File: config.mk
export PLATFORM = sky130hd
export DESIGN_NAME = imem_boot_loader
export DESIGN_NICKNAME = d
export VERILOG_FILES = /design/src/rtl/riscv_pkg.sv /design/src/rtl/boot_word_packer.sv /design/src/rtl/imem_boot_loader.sv
export SDC_FILE = /design/constraint.sdc
export NUM_CORES = 1
export LEC_CHECK = 0
export ABC_AREA = 1
export BUFFER_PORTS_ARGS = -buffer_cell sky130_fd_sc_hd__buf_2
export CELL_PAD_IN_SITES_DETAIL_PLACEMENT = 2
export CELL_PAD_IN_SITES_GLOBAL_PLACEMENT = 2
export CORE_AREA = 5 5 127 129
export CTS_CLUSTER_DIAMETER = 80
export CTS_CLUSTER_SIZE = 10
export DETAILED_ROUTE_END_ITERATION = 10
export DIE_AREA = 0 0 132 134
export GPL_TIMING_DRIVEN = 0
export PLACE_DENSITY = 0.87
export REMOVE_ABC_BUFFERS = 1
export SYNTH_ARGS = -nofsm -noshare
export SYNTH_HDL_FRONTEND = slang
export SYNTH_SLANG_ARGS = --single-unit
File: constraint.sdc
create_clock -name clk -period 2.8 [get_ports clk]
set_input_delay 0.7 -clock clk [delete_from_list [all_inputs] [get_ports clk]]
set_output_delay 0.7 -clock clk [all_outputs]
set_load 0.02 [all_outputs]
File: src/rtl/riscv_pkg.sv
// Shared definitions for the IMEM boot loader: loader FSM encoding and stream framing constants.
package riscv_pkg;

  localparam int HDR_BYTES   = 2;
  localparam int WORD_BYTES  = 4;
  localparam int IMEM_ADDR_W = 8;

  typedef enum logic [2:0] {
    S_LEN_LO = 3'd0,
    S_LEN_HI = 3'd1,
    S_DATA   = 3'd2,
    S_CHK    = 3'd3,
    S_DONE   = 3'd4,
    S_ERR    = 3'd5
  } boot_state_e;

endpackage

File: src/rtl/boot_word_packer.sv
// Assembles four accepted stream bytes (LSB first) into a 32-bit word; word_valid marks the 4th byte.
module boot_word_packer
  import riscv_pkg::*;
(
  input  logic        clk,
  input  logic        rst,
  input  logic        clear,
  input  logic        byte_en,
  input  logic [7:0]  byte_in,
  output logic        word_valid,
  output logic [31:0] word
);

  logic [1:0]  byte_cnt;
  logic [23:0] low_bytes;

  // The 4th byte is combined directly so the top can register the word on the same edge.
  assign word_valid = byte_en && (byte_cnt == 2'(WORD_BYTES - 1));
  assign word       = {byte_in, low_bytes};

  always_ff @(posedge clk) begin
    // NOTE: non-blocking assignments so every register samples the values from before the edge.
    if (rst || clear) begin
      byte_cnt  <= '0;
      low_bytes <= '0;
    end else if (byte_en) begin
      byte_cnt  <= byte_cnt + 2'd1;
      low_bytes <= {byte_in, low_bytes[23:8]};
    end
  end

endmodule

File: src/rtl/imem_boot_loader.sv
// Serial IMEM program loader holding the core in reset until the image is written.
// Optional checksum trailer byte enabled by defining BOOT_CHECKSUM_EN.
module imem_boot_loader
  import riscv_pkg::*;
#(
  parameter int ADDR_W    = IMEM_ADDR_W,
  parameter int MAX_WORDS = 256,
  parameter int BASE_ADDR = 0
) (
  input  logic              clk,
  input  logic              rst,
  input  logic              boot_start,
  input  logic              in_valid,
  input  logic [7:0]        in_data,
  output logic              in_ready,
  output logic              imem_we,
  output logic [ADDR_W-1:0] imem_addr,
  output logic [31:0]       imem_wdata,
  output logic              cpu_rst,
  output logic              load_done,
  output logic              load_err
);

  localparam logic [ADDR_W-1:0] BASE_A    = ADDR_W'(BASE_ADDR);
  localparam logic [16:0]       MAX_W17   = 17'(MAX_WORDS);
`ifdef BOOT_CHECKSUM_EN
  localparam boot_state_e       AFTER_LOAD = S_CHK;
`else
  localparam boot_state_e       AFTER_LOAD = S_DONE;
`endif

  boot_state_e       state, state_next;
  logic [7:0]        len_lo;
  logic [15:0]       len;
  logic [15:0]       word_idx;
  logic [ADDR_W-1:0] addr_ofs;
  logic              xfer;
  logic              word_valid;
  logic [31:0]       word;
  logic              last_word;
  logic [15:0]       hdr_n;
`ifdef BOOT_CHECKSUM_EN
  logic [7:0]        csum;
`endif

  // boot_start masks in_ready so a same-cycle byte stays with the source instead of being dropped.
  assign in_ready  = !rst && !boot_start &&
                     (state inside {S_LEN_LO, S_LEN_HI, S_DATA, S_CHK});
  assign xfer      = in_valid && in_ready;
  assign hdr_n     = {in_data, len_lo};
  assign last_word = word_valid && (word_idx == len - 16'd1);

  boot_word_packer u_packer (
    .clk        (clk),
    .rst        (rst),
    .clear      (boot_start),
    .byte_en    (xfer && (state == S_DATA)),
    .byte_in    (in_data),
    .word_valid (word_valid),
    .word       (word)
  );

  always_ff @(posedge clk) begin
    if (rst || boot_start) state <= S_LEN_LO;
    else                   state <= state_next;
  end

  always_comb begin
    // NOTE: default assigned first so no path through the case infers a latch.
    state_next = state;
    case (state)
      S_LEN_LO: if (xfer) state_next = S_LEN_HI;
      S_LEN_HI: begin
        if (xfer) begin
          if (hdr_n == 16'd0)                state_next = AFTER_LOAD;
          else if ({1'b0, hdr_n} > MAX_W17)  state_next = S_ERR;
          else                               state_next = S_DATA;
        end
      end
      S_DATA: if (last_word) state_next = AFTER_LOAD;
`ifdef BOOT_CHECKSUM_EN
      S_CHK: if (xfer) state_next = (in_data == csum) ? S_DONE : S_ERR;
`endif
      default: state_next = state;
    endcase
  end

  always_ff @(posedge clk) begin
    if (rst) begin
      imem_we    <= 1'b0;
      imem_addr  <= BASE_A;
      imem_wdata <= '0;
      cpu_rst    <= 1'b1;
      load_done  <= 1'b0;
      load_err   <= 1'b0;
      len_lo     <= '0;
      len        <= '0;
      word_idx   <= '0;
      addr_ofs   <= '0;
    end else if (boot_start) begin
      imem_we   <= 1'b0;
      cpu_rst   <= 1'b1;
      load_done <= 1'b0;
      load_err  <= 1'b0;
      word_idx  <= '0;
      addr_ofs  <= '0;
    end else begin
      imem_we   <= word_valid;
      cpu_rst   <= (state != S_DONE);
      load_done <= (state == S_DONE);
      load_err  <= (state == S_ERR);
      if (xfer && state == S_LEN_LO) len_lo <= in_data;
      if (xfer && state == S_LEN_HI) len    <= hdr_n;
      if (word_valid) begin
        imem_wdata <= word;
        imem_addr  <= BASE_A + addr_ofs;
        addr_ofs   <= addr_ofs + 1'b1;
        word_idx   <= word_idx + 16'd1;
      end
    end
  end

`ifdef BOOT_CHECKSUM_EN
  // Running XOR of every stream byte ahead of the trailer, header included.
  always_ff @(posedge clk) begin
    if (rst || boot_start)            csum <= '0;
    else if (xfer && state != S_CHK)  csum <= csum ^ in_data;
  end
`endif

endmodule

==> reports/results.tsv <==
metric	value	unit
unrepaired setup endpoints after global routing	false	
register-to-register setup slack	0.20	ns
final hold violation count	0	
Reg2Reg Launch Point	state[2]$_SDFFE_PP0P_	
worst clock skew on the final layout	0.0158	ns
area growth from synthesis to layout	20.1	%
Synth top cells by count	nor2_1 (190), dfxtp_1 (121), o21ai_0 (100)	
number of synthesized flops with an enable pin	0	
CTS clk-pin slew, worst paths	0.06	ns
Hold WS	0.488	ns
Hold Crit Start	u_packer.low_bytes[7]$_SDFFE_PP0P_	
number of warnings reported in the yosys synthesis log	0	
Finished Cell Area	6230	µm²
clock latency on the worst-skew pair	0.44	ns
Finish-stage setup viols	0	
Die ar.	17700	µm²
run status	completed	
final standard cell count with taps included and fillers excluded	973	
maximum number of pins on one net before global-route repair	64	
Max-cap violations	0	
antenna violations before repair	0	
Worst Setup Start Kind	primary input	
post-synthesis instance total	719	
leading cell types by total area after synthesis	dfxtp_1 (47%), nor2_1 (14%), o21ai_0 (9.6%), nand2_1 (7.1%), inv_1 (4.1%)	
Hold Buf Count CTS	0	
via count of the first global-routing pass	6054	
post-synth design cell area	5190	µm²
worst vdd ir	0.000349	V
gpl congestion	0.811	
post-synthesis adder-cell area fraction	0.965	%
sequential share of power	44.0	%
type of the worst setup path	primary input to flop	
# H-tree levels	4	
number of CTS-inserted buffers	17	
antenna diode count	0	
share of total power in the clock network	52.6	%
global-route wire length before repair	35300	µm
cell depth of the worst hold path	2	
area fraction in and, or, nand and nor cells after synthesis	28.6	%
1st-iter DRT viols	326	
detailed-route via count	5292	
clock tree from TritonCTS	built	
most frequently used flop master after synthesis	dfxtp_1	
switching part of the total power	24.4	%
placed inst area	5660	µm²
P per Cell Area	634	nW/µm²
Site Rows	45	
DRT antenna net count	0	
Tcrit/Tclk final	93.6	%
count leader, synth	nor2_1	
root buf cell	clkbuf_16	
detailed placement HPWL	12000	µm
total global routing track utilization	25.5	%
sum of routed wire length over all layers	22200	µm
chip height	134	µm
leftover overflow at the end of global routing	0	
combinational cell fraction of total power	3.3	%
minimum clock period	2.62	ns
FFs w/ async S/R, synth	0	%
internal power consumption	2.99	mW
sort of element at the end of the critical path	flop	
total leakage power	2.95	nW
required time reported for the critical path endpoint	3.12	ns
proportion of synthesized area in mux cells	0	%
count of state elements after synthesis	121	
Residual DRC	0	
Core Box Area	14900	µm²
end point of the most critical hold path	u_packer.low_bytes[7]$_SDFFE_PP0P_	
deepest clock path buffer count	2	
fmax	382	MHz
Cells after DPL	938	
net switching power	0.962	mW
HP Class	flop to flop	
dominant combinational cell family by area after synthesis	simple AND/OR/NAND/NOR gates	
worst reg2reg path depth	9	
share of the synthesized area in the top cell type	46.7	%
library cell occupying the most area in the post-synthesis netlist	dfxtp_1	
layout net count	790	
count of fill cells added during filler insertion	1693	
IO buf count	56	
Worst-Margin Slew	1.12	ns
post-synthesis compound-gate area fraction	15.0	%
mean number of vias per cell	5.44	
Die Span X	132	µm
Synth Area in XOR/XNOR	2.19	%
WL per Instance	22.8	µm
fraction of layout cells with a size suffix above 1	15.2	%
data arrival time of the critical path	2.94	ns
max-slew violations	0	
1st-pass router iterations	5	
Setup TNS	0	ns
maximum net fanout on the critical path	25	
portion of the post-synthesis area used by sequential elements	46.7	%
mean instance size in the synthesized netlist	7.22	µm²
clock tree sinks	121	
initial core utilization	34.8	%
count of boundary I/O pins	57	
Critical R2R Capture	addr_ofs[5]$_SDFFE_PP0P_	
max_slew headroom	25.0	%
number of different library cells in the post-synthesis netlist	36	
## cells by family after synthesis
family	Yosys count
compound gates	150
xor+xnor	13
fa+ha+maj	4
buf+inv	87
flops	121
simple gates	344
## area by class of cell
cell class | count | area, µm² | area share [%]
Inverter | 59 | 221 | 3.55
Sequential cell | 121 | 2420 | 38.9
Timing Repair Buffer | 62 | 373 | 5.99
Tap cell | 188 | 235 | 3.78
Clock buffer | 21 | 450 | 7.23
Clock inverter | 9 | 77.6 | 1.25
Multi-Input combinational cell | 513 | 2450 | 39.3
## worst max-delay path, stage by stage
cell and delay (ns):
buf_2 0.17, nor2_4 0.19, nand3_2 0.19, nor3_4 0.37, buf_4 0.20, buf_16 0.17, nand2_2 0.15, nor3_1 0.34
nand2_1 0.14, a211oi_1 0.30
## stage by stage
step	power, mW	worst slack, ns	utilization, %
after global placement	1.88	-2.72	37.4
after CTS	3.96	0.187	41.7
final	3.95	0.180	41.8
after floorplan	1.84	-0.711	-
after detailed placement	1.89	-1.32	37.9
after global routing	4.04	0.0470	41.8
## sequential cells by signal, summed over array words and instances (netlist names)
| register | count |
|---|---|
| load_err | 1 |
| u_packer.byte_cnt | 2 |
| u_packer.low_bytes | 24 |
| len_lo | 8 |
| imem_wdata | 32 |
| word_idx | 16 |
| load_done | 1 |
| imem_we | 1 |
| state | 3 |
| cpu_rst | 1 |
| imem_addr | 8 |
| len | 16 |
| addr_ofs | 8 |
## routing by layer
metal	global-route usage, %	vias to the layer above	part of all wire, %
li1	-	2409	-
met1	28.2	2668	40
met2	46.6	149	52
met3	5.44	66	3.8
met4	12.1	0	4.1
met5	0	-	0
## how the worst max path moves through the flow
stage / start / to / depth (start not counted)
2_1_floorplan: boot_start / word_idx[14]$_SDFFE_PP0P_ / 9
5_1_grt: rst / word_idx[9]$_SDFFE_PP0P_ / 9
3_3_place_gp: boot_start / word_idx[9]$_SDFFE_PP0P_ / 9
3_5_place_dp: boot_start / word_idx[9]$_SDFFE_PP0P_ / 9
6_report: rst / addr_ofs[5]$_SDFFE_PP0P_ / 10
4_1_cts: state[2]$_SDFFE_PP0P_ / addr_ofs[7]$_SDFFE_PP0P_ / 10
## timing repair
| action | 4_1_cts | 5_1_grt |
|---|---|---|
| setup buffers | 3 | 0 |
| gates cloned | 2 | 0 |
| pin swaps | 2 | 0 |
| resized for setup | 0 | 1 |
| setup endpoints to repair | 79 | 1 |
## cells in the final DEF (no fill, tap or decap), types with 2 or more instances in the layout
cell	netlist	routed
a21oi_1	37	37
inv_2	3	4
nand2_2	4	4
nor3b_1	2	2
dfxtp_1	121	121
buf_2	5	56
o21a_1	5	5
buf_16	0	2
inv_1	56	55
a211oi_1	2	2
nand3_4	2	2
clkinv_2	0	5
clkinvlp_4	0	3
clkbuf_16	0	17
nor2_2	5	8
ha_1	4	4
clkbuf_1	22	3
nand3b_1	3	3
nor2_1	190	189
xor2_1	10	10
xnor2_1	3	3
nor3_1	10	10
buf_4	0	3
nand2_1	98	98
o21ai_1	3	3
nand4_1	6	6
o21ai_0	100	100
nand3_1	11	11
nor2_4	4	4
nand3_2	2	2
## power groups by stage
stage	Clock, mW	Combinational, mW	Sequential, mW
2_1_floorplan	0	0.0639	1.77
3_3_place_gp	0	0.107	1.77
3_5_place_dp	0	0.114	1.77
4_1_cts	2.09	0.131	1.74
5_1_grt	2.16	0.142	1.74
6_report	2.08	0.131	1.74
Power figures use the tool's default switching activity.
